`src/rtl/hex_entry_2digit_pkg.sv`:
```
// Shared types for the two-digit hex entry block: FSM states, button flag bundle,
// segment constants and the wrap-around nibble step used by the edit states.
package hex_entry_2digit_pkg;

  typedef enum logic [1:0] {
    ST_IDLE    = 2'd0,
    ST_EDIT_HI = 2'd1,
    ST_EDIT_LO = 2'd2,
    ST_COMMIT  = 2'd3
  } state_e;

  typedef struct packed {
    logic enter;
    logic next;
    logic up;
    logic down;
  } flags_t;

  // Segments are active-low, bit order gfedcba.
  localparam logic [6:0] SEG_BLANK = 7'b1111111;
  localparam logic [6:0] SEG_ZERO  = 7'b1000000;

  // Nibble arithmetic is mod 16 on its own: no carry or borrow leaks across.
  function automatic logic [3:0] nibble_step(input logic [3:0] nib, input logic up);
    return up ? nib + 4'd1 : nib - 4'd1;
  endfunction

endpackage

```
`src/rtl/hex_entry_2digit_if.sv`:
```
// Board-facing bundle of the hex entry block: four raw active-low buttons in,
// committed value, status and segment patterns out.
interface hex_entry_2digit_if;
  logic        button_enter;
  logic        button_next;
  logic        button_up;
  logic        button_down;
  logic [7:0]  value;
  logic        value_valid;
  logic        editing;
  logic        sel_hi;
  logic [13:0] digits;

  modport master (
    output button_enter, button_next, button_up, button_down,
    input  value, value_valid, editing, sel_hi, digits
  );

  modport slave (
    input  button_enter, button_next, button_up, button_down,
    output value, value_valid, editing, sel_hi, digits
  );
endinterface

```
`src/rtl/button_handler_down.sv`:
```
// Raw active-low button to a one-cycle press flag: two-flop synchronizer plus falling-edge detect.
// Flag rises three clocks after the button goes low; holding the button yields no further flags.
module button_handler_down (
  input  logic clock,
  input  logic reset,
  input  logic button_i,
  output logic press_o
);

  logic [1:0] sync_q;
  logic       prev_q;
  logic       press_q;

  always_ff @(posedge clock or negedge reset) begin
    if (!reset) begin
      sync_q  <= 2'b11;
      prev_q  <= 1'b1;
      press_q <= 1'b0;
    end else begin
      sync_q  <= {sync_q[0], button_i};
      prev_q  <= sync_q[1];
      press_q <= prev_q & ~sync_q[1];
    end
  end

  assign press_o = press_q;

endmodule

```
`src/rtl/hex22digit_hex.sv`:
```
// Hex nibble to active-low 7-segment pattern (gfedcba), lower-case b and d.
// Purely combinational.
module hex22digit_hex
  import hex_entry_2digit_pkg::*;
(
  input  logic [3:0] nibble_i,
  output logic [6:0] seg_o
);

  always_comb begin
    seg_o = SEG_BLANK;
    case (nibble_i)
      4'h0: seg_o = 7'b1000000;
      4'h1: seg_o = 7'b1111001;
      4'h2: seg_o = 7'b0100100;
      4'h3: seg_o = 7'b0110000;
      4'h4: seg_o = 7'b0011001;
      4'h5: seg_o = 7'b0010010;
      4'h6: seg_o = 7'b0000010;
      4'h7: seg_o = 7'b1111000;
      4'h8: seg_o = 7'b0000000;
      4'h9: seg_o = 7'b0010000;
      4'hA: seg_o = 7'b0001000;
      4'hB: seg_o = 7'b0000011;
      4'hC: seg_o = 7'b1000110;
      4'hD: seg_o = 7'b0100001;
      4'hE: seg_o = 7'b0000110;
      4'hF: seg_o = 7'b0001110;
      default: seg_o = SEG_BLANK;
    endcase
  end

endmodule

```
`src/rtl/hex_entry_fsm.sv`:
```
// Edit/commit state machine holding the working and committed bytes and the idle timeout.
// All outputs registered; a flag acts on the next edge, value_valid pulses for the COMMIT cycle.
module hex_entry_fsm
  import hex_entry_2digit_pkg::*;
#(
  parameter int unsigned TIMEOUT_CYCLES = 250_000_000
) (
  input  logic       clock,
  input  logic       reset,
  input  flags_t     flags_i,
  output logic [7:0] value_o,
  output logic       value_valid_o,
  output logic       editing_o,
  output logic       sel_hi_o,
  output logic [7:0] disp_o
);

  localparam int TO_W = (TIMEOUT_CYCLES > 1) ? $clog2(TIMEOUT_CYCLES) : 1;
  localparam logic [TO_W-1:0] TO_LAST = TO_W'(TIMEOUT_CYCLES - 1);

  state_e          state_q;
  logic [7:0]      value_q;
  logic [7:0]      work_q;
  logic [7:0]      work_d;
  logic [TO_W-1:0] to_cnt_q;
  logic            valid_q;
  logic            editing_q;
  logic            sel_hi_q;
  logic            any_flag;

  assign any_flag = |flags_i;

  always_comb begin
    work_d = work_q;
    if (state_q == ST_EDIT_HI) work_d[7:4] = nibble_step(work_q[7:4], flags_i.up);
    else                       work_d[3:0] = nibble_step(work_q[3:0], flags_i.up);
  end

  always_ff @(posedge clock or negedge reset) begin
    if (!reset) begin
      state_q   <= ST_IDLE;
      value_q   <= 8'h00;
      work_q    <= 8'h00;
      to_cnt_q  <= '0;
      valid_q   <= 1'b0;
      editing_q <= 1'b0;
      sel_hi_q  <= 1'b0;
    end else begin
      valid_q <= 1'b0;
      case (state_q)
        ST_IDLE: begin
          to_cnt_q <= '0;
          if (flags_i.enter) begin
            state_q   <= ST_EDIT_HI;
            work_q    <= value_q;
            editing_q <= 1'b1;
            sel_hi_q  <= 1'b1;
          end
        end
        ST_EDIT_HI, ST_EDIT_LO: begin
          to_cnt_q <= any_flag ? '0 : to_cnt_q + 1'b1;
          // enter > next > (up xor down); a flag always beats the timeout.
          if (flags_i.enter) begin
            state_q   <= ST_COMMIT;
            value_q   <= work_q;
            valid_q   <= 1'b1;
            editing_q <= 1'b0;
            sel_hi_q  <= 1'b0;
          end else if (flags_i.next) begin
            state_q  <= (state_q == ST_EDIT_HI) ? ST_EDIT_LO : ST_EDIT_HI;
            sel_hi_q <= (state_q == ST_EDIT_LO);
          end else if (flags_i.up ^ flags_i.down) begin
            work_q <= work_d;
          end else if (!any_flag && to_cnt_q == TO_LAST) begin
            state_q   <= ST_IDLE;
            to_cnt_q  <= '0;
            editing_q <= 1'b0;
            sel_hi_q  <= 1'b0;
          end
        end
        ST_COMMIT: begin
          state_q  <= ST_IDLE;
          to_cnt_q <= '0;
        end
        default: state_q <= ST_IDLE;
      endcase
    end
  end

  assign value_o       = value_q;
  assign value_valid_o = valid_q;
  assign editing_o     = editing_q;
  assign sel_hi_o      = sel_hi_q;
  assign disp_o        = editing_q ? work_q : value_q;

endmodule

```
`src/rtl/hex_entry_2digit.sv`:
```
// Two-digit hex entry from four push-buttons, shown on two 7-segment digits; optional BLINK_EN blinks the selected digit.
// Button to state change is four clocks; digits follow one clock later; no backpressure on value_valid.
module hex_entry_2digit
  import hex_entry_2digit_pkg::*;
#(
  parameter int unsigned TIMEOUT_CYCLES = 250_000_000
`ifdef BLINK_EN
  , parameter int unsigned BLINK_HALF = 12_500_000
`endif
) (
  input  logic              clock,
  input  logic              reset,
  hex_entry_2digit_if.slave bus
);

  logic        flag_enter, flag_next, flag_up, flag_down;
  flags_t      flags;
  logic [7:0]  disp;
  logic        editing;
  logic        sel_hi;
  logic [6:0]  seg_hi, seg_lo, seg_hi_show, seg_lo_show;
  logic [13:0] digits_q;

  button_handler_down u_btn_enter (.clock(clock), .reset(reset), .button_i(bus.button_enter), .press_o(flag_enter));
  button_handler_down u_btn_next  (.clock(clock), .reset(reset), .button_i(bus.button_next),  .press_o(flag_next));
  button_handler_down u_btn_up    (.clock(clock), .reset(reset), .button_i(bus.button_up),    .press_o(flag_up));
  button_handler_down u_btn_down  (.clock(clock), .reset(reset), .button_i(bus.button_down),  .press_o(flag_down));

  assign flags = {flag_enter, flag_next, flag_up, flag_down};

  hex_entry_fsm #(.TIMEOUT_CYCLES(TIMEOUT_CYCLES)) u_fsm (
    .clock        (clock),
    .reset        (reset),
    .flags_i      (flags),
    .value_o      (bus.value),
    .value_valid_o(bus.value_valid),
    .editing_o    (editing),
    .sel_hi_o     (sel_hi),
    .disp_o       (disp)
  );

  hex22digit_hex u_seg_lo (.nibble_i(disp[3:0]), .seg_o(seg_lo));
  hex22digit_hex u_seg_hi (.nibble_i(disp[7:4]), .seg_o(seg_hi));

`ifdef BLINK_EN
  localparam int BL_W = (BLINK_HALF > 1) ? $clog2(BLINK_HALF) : 1;
  logic [BL_W-1:0] blink_cnt_q;
  logic            blink_off_q;
  logic            any_flag;

  assign any_flag = |flags;

  // Any press restarts the phase so the digit being edited is immediately visible.
  always_ff @(posedge clock or negedge reset) begin
    if (!reset) begin
      blink_cnt_q <= '0;
      blink_off_q <= 1'b0;
    end else if (!editing || any_flag) begin
      blink_cnt_q <= '0;
      blink_off_q <= 1'b0;
    end else if (blink_cnt_q == BL_W'(BLINK_HALF - 1)) begin
      blink_cnt_q <= '0;
      blink_off_q <= ~blink_off_q;
    end else begin
      blink_cnt_q <= blink_cnt_q + 1'b1;
    end
  end

  assign seg_hi_show = (blink_off_q && editing && sel_hi)  ? SEG_BLANK : seg_hi;
  assign seg_lo_show = (blink_off_q && editing && !sel_hi) ? SEG_BLANK : seg_lo;
`else
  assign seg_hi_show = seg_hi;
  assign seg_lo_show = seg_lo;
`endif

  always_ff @(posedge clock or negedge reset) begin
    if (!reset) digits_q <= {SEG_ZERO, SEG_ZERO};
    else        digits_q <= {seg_hi_show, seg_lo_show};
  end

  assign bus.editing = editing;
  assign bus.sel_hi  = sel_hi;
  assign bus.digits  = digits_q;

endmodule
```
`src/flat_wrapper.sv`:
```
// flat-port wrapper written by rule: the top's interface ports become plain ports
module hex_entry_2digit_flat import hex_entry_2digit_pkg::*;
#(
  parameter int unsigned TIMEOUT_CYCLES = 250_000_000

)
  (clock, reset, bus_button_enter, bus_button_next, bus_button_up, bus_button_down, bus_value, bus_value_valid, bus_editing, bus_sel_hi, bus_digits);
  hex_entry_2digit_if bus_i ();
  input  logic clock;
  input  logic reset;
  input wire logic [$bits(bus_i.button_enter)-1:0] bus_button_enter;
  input wire logic [$bits(bus_i.button_next)-1:0] bus_button_next;
  input wire logic [$bits(bus_i.button_up)-1:0] bus_button_up;
  input wire logic [$bits(bus_i.button_down)-1:0] bus_button_down;
  output wire logic [$bits(bus_i.value)-1:0] bus_value;
  output wire logic [$bits(bus_i.value_valid)-1:0] bus_value_valid;
  output wire logic [$bits(bus_i.editing)-1:0] bus_editing;
  output wire logic [$bits(bus_i.sel_hi)-1:0] bus_sel_hi;
  output wire logic [$bits(bus_i.digits)-1:0] bus_digits;
  assign bus_i.button_enter = bus_button_enter;
  assign bus_i.button_next = bus_button_next;
  assign bus_i.button_up = bus_button_up;
  assign bus_i.button_down = bus_button_down;
  assign bus_value = bus_i.value;
  assign bus_value_valid = bus_i.value_valid;
  assign bus_editing = bus_i.editing;
  assign bus_sel_hi = bus_i.sel_hi;
  assign bus_digits = bus_i.digits;
  hex_entry_2digit #(.TIMEOUT_CYCLES(TIMEOUT_CYCLES)) u_core (.clock(clock), .reset(reset), .bus(bus_i));
endmodule
```
`config.mk`:
```
export PLATFORM = sky130hd
export DESIGN_NAME = hex_entry_2digit_flat
export DESIGN_NICKNAME = d
export VERILOG_FILES = /design/src/rtl/hex_entry_2digit_pkg.sv /design/src/rtl/hex_entry_2digit_if.sv /design/src/rtl/button_handler_down.sv /design/src/rtl/hex22digit_hex.sv /design/src/rtl/hex_entry_fsm.sv /design/src/rtl/hex_entry_2digit.sv /design/src/flat_wrapper.sv
export SDC_FILE = /design/constraint.sdc
export NUM_CORES = 1
export LEC_CHECK = 0
export CORE_ASPECT_RATIO = 2
export CORE_MARGIN = 5
export CORE_UTILIZATION = 40
export CTS_CLUSTER_SIZE = 14
export DETAILED_ROUTE_END_ITERATION = 12
export GPL_TIMING_DRIVEN = 1
export PLACE_DENSITY = 0.58
export SYNTH_ARGS = -nofsm -noshare
export SYNTH_HDL_FRONTEND = slang
export SYNTH_SLANG_ARGS = --single-unit
```
`constraint.sdc`:
```
create_clock -name clock -period 5.8 [get_ports clock]
set_input_delay 1.16 -clock clock [delete_from_list [all_inputs] [get_ports clock]]
set_output_delay 1.16 -clock clock [all_outputs]
set_load 0.02 [all_outputs]
```
==> impl_metrics.tcl <==
set metrics [dict create \
    status "finished clean" \
    final_core_util_pct 47.8 \
    layout_commonest_cell "dfrtp_1" \
    grt_overflow 0 \
    critPathMaxFanout 12 \
    finClkSkew_ns 0.0111 \
    cp_cell_sequence "clkdlybuf4s50_1" \
    clk_path_buf_depth 2 \
    maxSlewViolCount 0 \
    timing.final.crit_period_ns 2.93 \
    port_buffers 30 \
    drt_iter0_markers 113 \
    path_delay_family "flip-flops" \
    diodes 0 \
    grt_start_max_net_pins 80 \
    ant_nets 0 \
    crit_type "reg2out" \
    ir_drop_mv 0.186 \
    synth_cell_type_count 64 \
    core_mm2 0.0101 \
    track_usage_pct 15.3 \
    worstSetupStartpoint "u_core.u_fsm.editing_o" \
    min_path_cells 0 \
    viasPerCell 5.34 \
    worstMarginPinSlew_ns 1.02 \
    firstDrtPassIters 4 \
    reg2reg_depth 7 \
    syn_to_final_growth_pct 16.9 \
    h-tree-depth 3 \
    path_buf_inv 1 \
    cp.required_ns 4.64 \
    critical_path_arrival_ns 1.77 \
    hold_viol 0 \
    worstSkewPairLatency_ns 0.34 \
    rows 52 \
    design.die.area_mm2 0.0126 \
    yosysTopAreaCellShare_pct 39.2 \
    path_depth 1 \
    die_h_um 154 \
    die_w_um 82.0 \
    syn_inst 387 \
    cts_tree "done" \
    start_util_pct 40.9 \
    setup-tns-final_ns 0 \
    cap_viol_max_count 0 \
    syn_avg_cell_area_um2 10.7 \
    crit_slowest_cell "dfrtp_1" \
    ios 31 \
    cts_root_buf "clkbuf_16" \
    final_nets 451 \
    rsz0062_at_grt "no" \
    yosysTopAreaCell "dfrtp_1" \
    power_uw 2450 \
    power_density_mw_per_mm2 505 \
    timing.final.crit_share_pct 50.6 \
    async_reset_ff_share_pct 100 \
    syn-num-nets 420 \
    yosys_most_used_dff "dfrtp_1" \
    slew_headroom_pct 30.0 \
    grt_pass1_wl_um 15000 \
    syn_area_mm2 0.00415 \
    setup_viol 0 \
    postCtsSetupRepairBufs 0 \
    rr_startpoint "u_core.u_btn_up.press_o" \
    wl_um 8640 \
    max_freq_mhz 341 \
    yosysSeqAreaShare_pct 48.0 \
    wl_per_cell_um 15.5 \
    path_clk_slew_ns 0.06 \
    dr_total_vias 2978 \
    grt_pass1_vias 3195 \
    layout_common_cells "65 x dfrtp_1, 47 x nor2_1, 29 x clkdlybuf4s50_1, 25 x ha_1, 23 x nand2_1" \
    gp_congestion 0.874 \
    min_path_type "reg2reg" \
    layout-drive-gt1-share_pct 14.4 \
    cp-end-kind "output pin" \
    worstHoldStart "u_core.u_btn_next.sync_q[0]" \
    cts_resized 0 \
    cts_buffers 9 \
    drc 0 \
    dp_hpwl_um 6370 \
    cpPeakStageDelay_ns 0.72 \
    synth_warnings 0 \
    antenna_found_initial 0 \
    clock_sinks 79 \
    cts_hold_buf 0 \
    p_leak_uw 0.00203 \
    startpoint_type "flip-flop" \
    ys_ff_latch 79 \
    synth_edf_count 0 \
    synth_area_leaders "dfrtp_1 39%, dfstp_2 8.9%, ha_1 7.5%" \
]
## sequential cells by signal, summed over array words and instances, names as in the netlist, 2 cells and up
signal and flops:
u_core.u_fsm.value_o 8, u_core.u_btn_down.sync_q 2, u_core.u_fsm.work_q 8, u_core.bus.digits 14
u_core.u_fsm.to_cnt_q 28, u_core.u_btn_enter.sync_q 2, u_core.u_btn_next.sync_q 2, u_core.u_fsm.state_q 2
u_core.u_btn_up.sync_q 2
## metrics by stage
stage	cell area, um^2	setup WS, ns	std cells	hold slack (ns)
after global routing	4850	2.78	558	0.360
after CTS	4850	2.83	558	0.357
after detailed placement	4560	3.09	542	0.348
final	4850	2.87	558	0.355
after floorplan	4150	3.61	387	0.345
after global placement	4560	3.23	542	0.346
## power by group
part	switching (uW)	leakage [uW]	internal, uW
sequential	118	0.000991	687
combinational	594	0.000894	492
clock	239	0.000149	321
total	951	0.00203	1500
## synth_stat cells, types with 4 or more instances
cell type  instances
xnor2_1           16
ha_1              25
nand4_1            9
nor3_1             6
nand2_1           23
nand3_1           11
mux2_2            14
nor4_1             7
dfstp_2           14
nor2b_1            8
o21ai_0           10
mux2i_1           11
a21oi_1           20
clkbuf_1           4
inv_1             16
xor2_1             8
nor2_1            47
dfrtp_1           65
## cell families after synthesis
| logic type | share of synthesized area [%] |
|---|---|
| muxes | 6.99 |
| xor gates and xnor gates | 5.06 |
| AOI/OAI and AO/OA | 9.49 |
| DFF | 48.0 |
| buffers and inverters | 2.95 |
| and+or+nand+nor | 19.0 |
| adders and majority gates | 8.50 |
## layer usage
| layer | GRT usage [%] | part of all wire (%) |
|---|---|---|
| met3 | 2.81 | 3.3 |
| met2 | 28.0 | 57 |
| met5 | 0 | 0 |
| met1 | 15.1 | 36 |
| met4 | 9.11 | 4.0 |
## worst reg2reg max path, stage by stage, from the launching register on
cell and delay [ns]:
dfrtp_1 0.37, inv_1 0.28, ha_1 0.22, nor3b_1 0.36
nand4_1 0.15, or2_1 0.34, o21ai_2 0.65, nor2_1 0.13
## area by class of cell
type,instances,area [um^2]
inverters,16,60.1
clock inverters,6,48.8
repair buffers,30,298
multi-input cells,282,2030
flip-flops and latches,79,1990
well taps,135,169
fillers,976,5300
clock buffers,10,250
## path summary, 6_finish.rpt
kind / endpoint / slack [ns]
max in group asynchronous: u_core.u_fsm.to_cnt_q[25] / 4.17
worst max register to register: u_core.u_fsm.to_cnt_q[9] / 3.16
worst min-delay path: u_core.u_btn_next.sync_q[1] / 0.36
worst max-delay path: bus_editing / 2.87
worst min register to register: u_core.u_btn_next.sync_q[1] / 0.36
min in group asynchronous: u_core.bus.digits[1] / 0.98
Note: power is estimated with default switching activity, not from simulation.
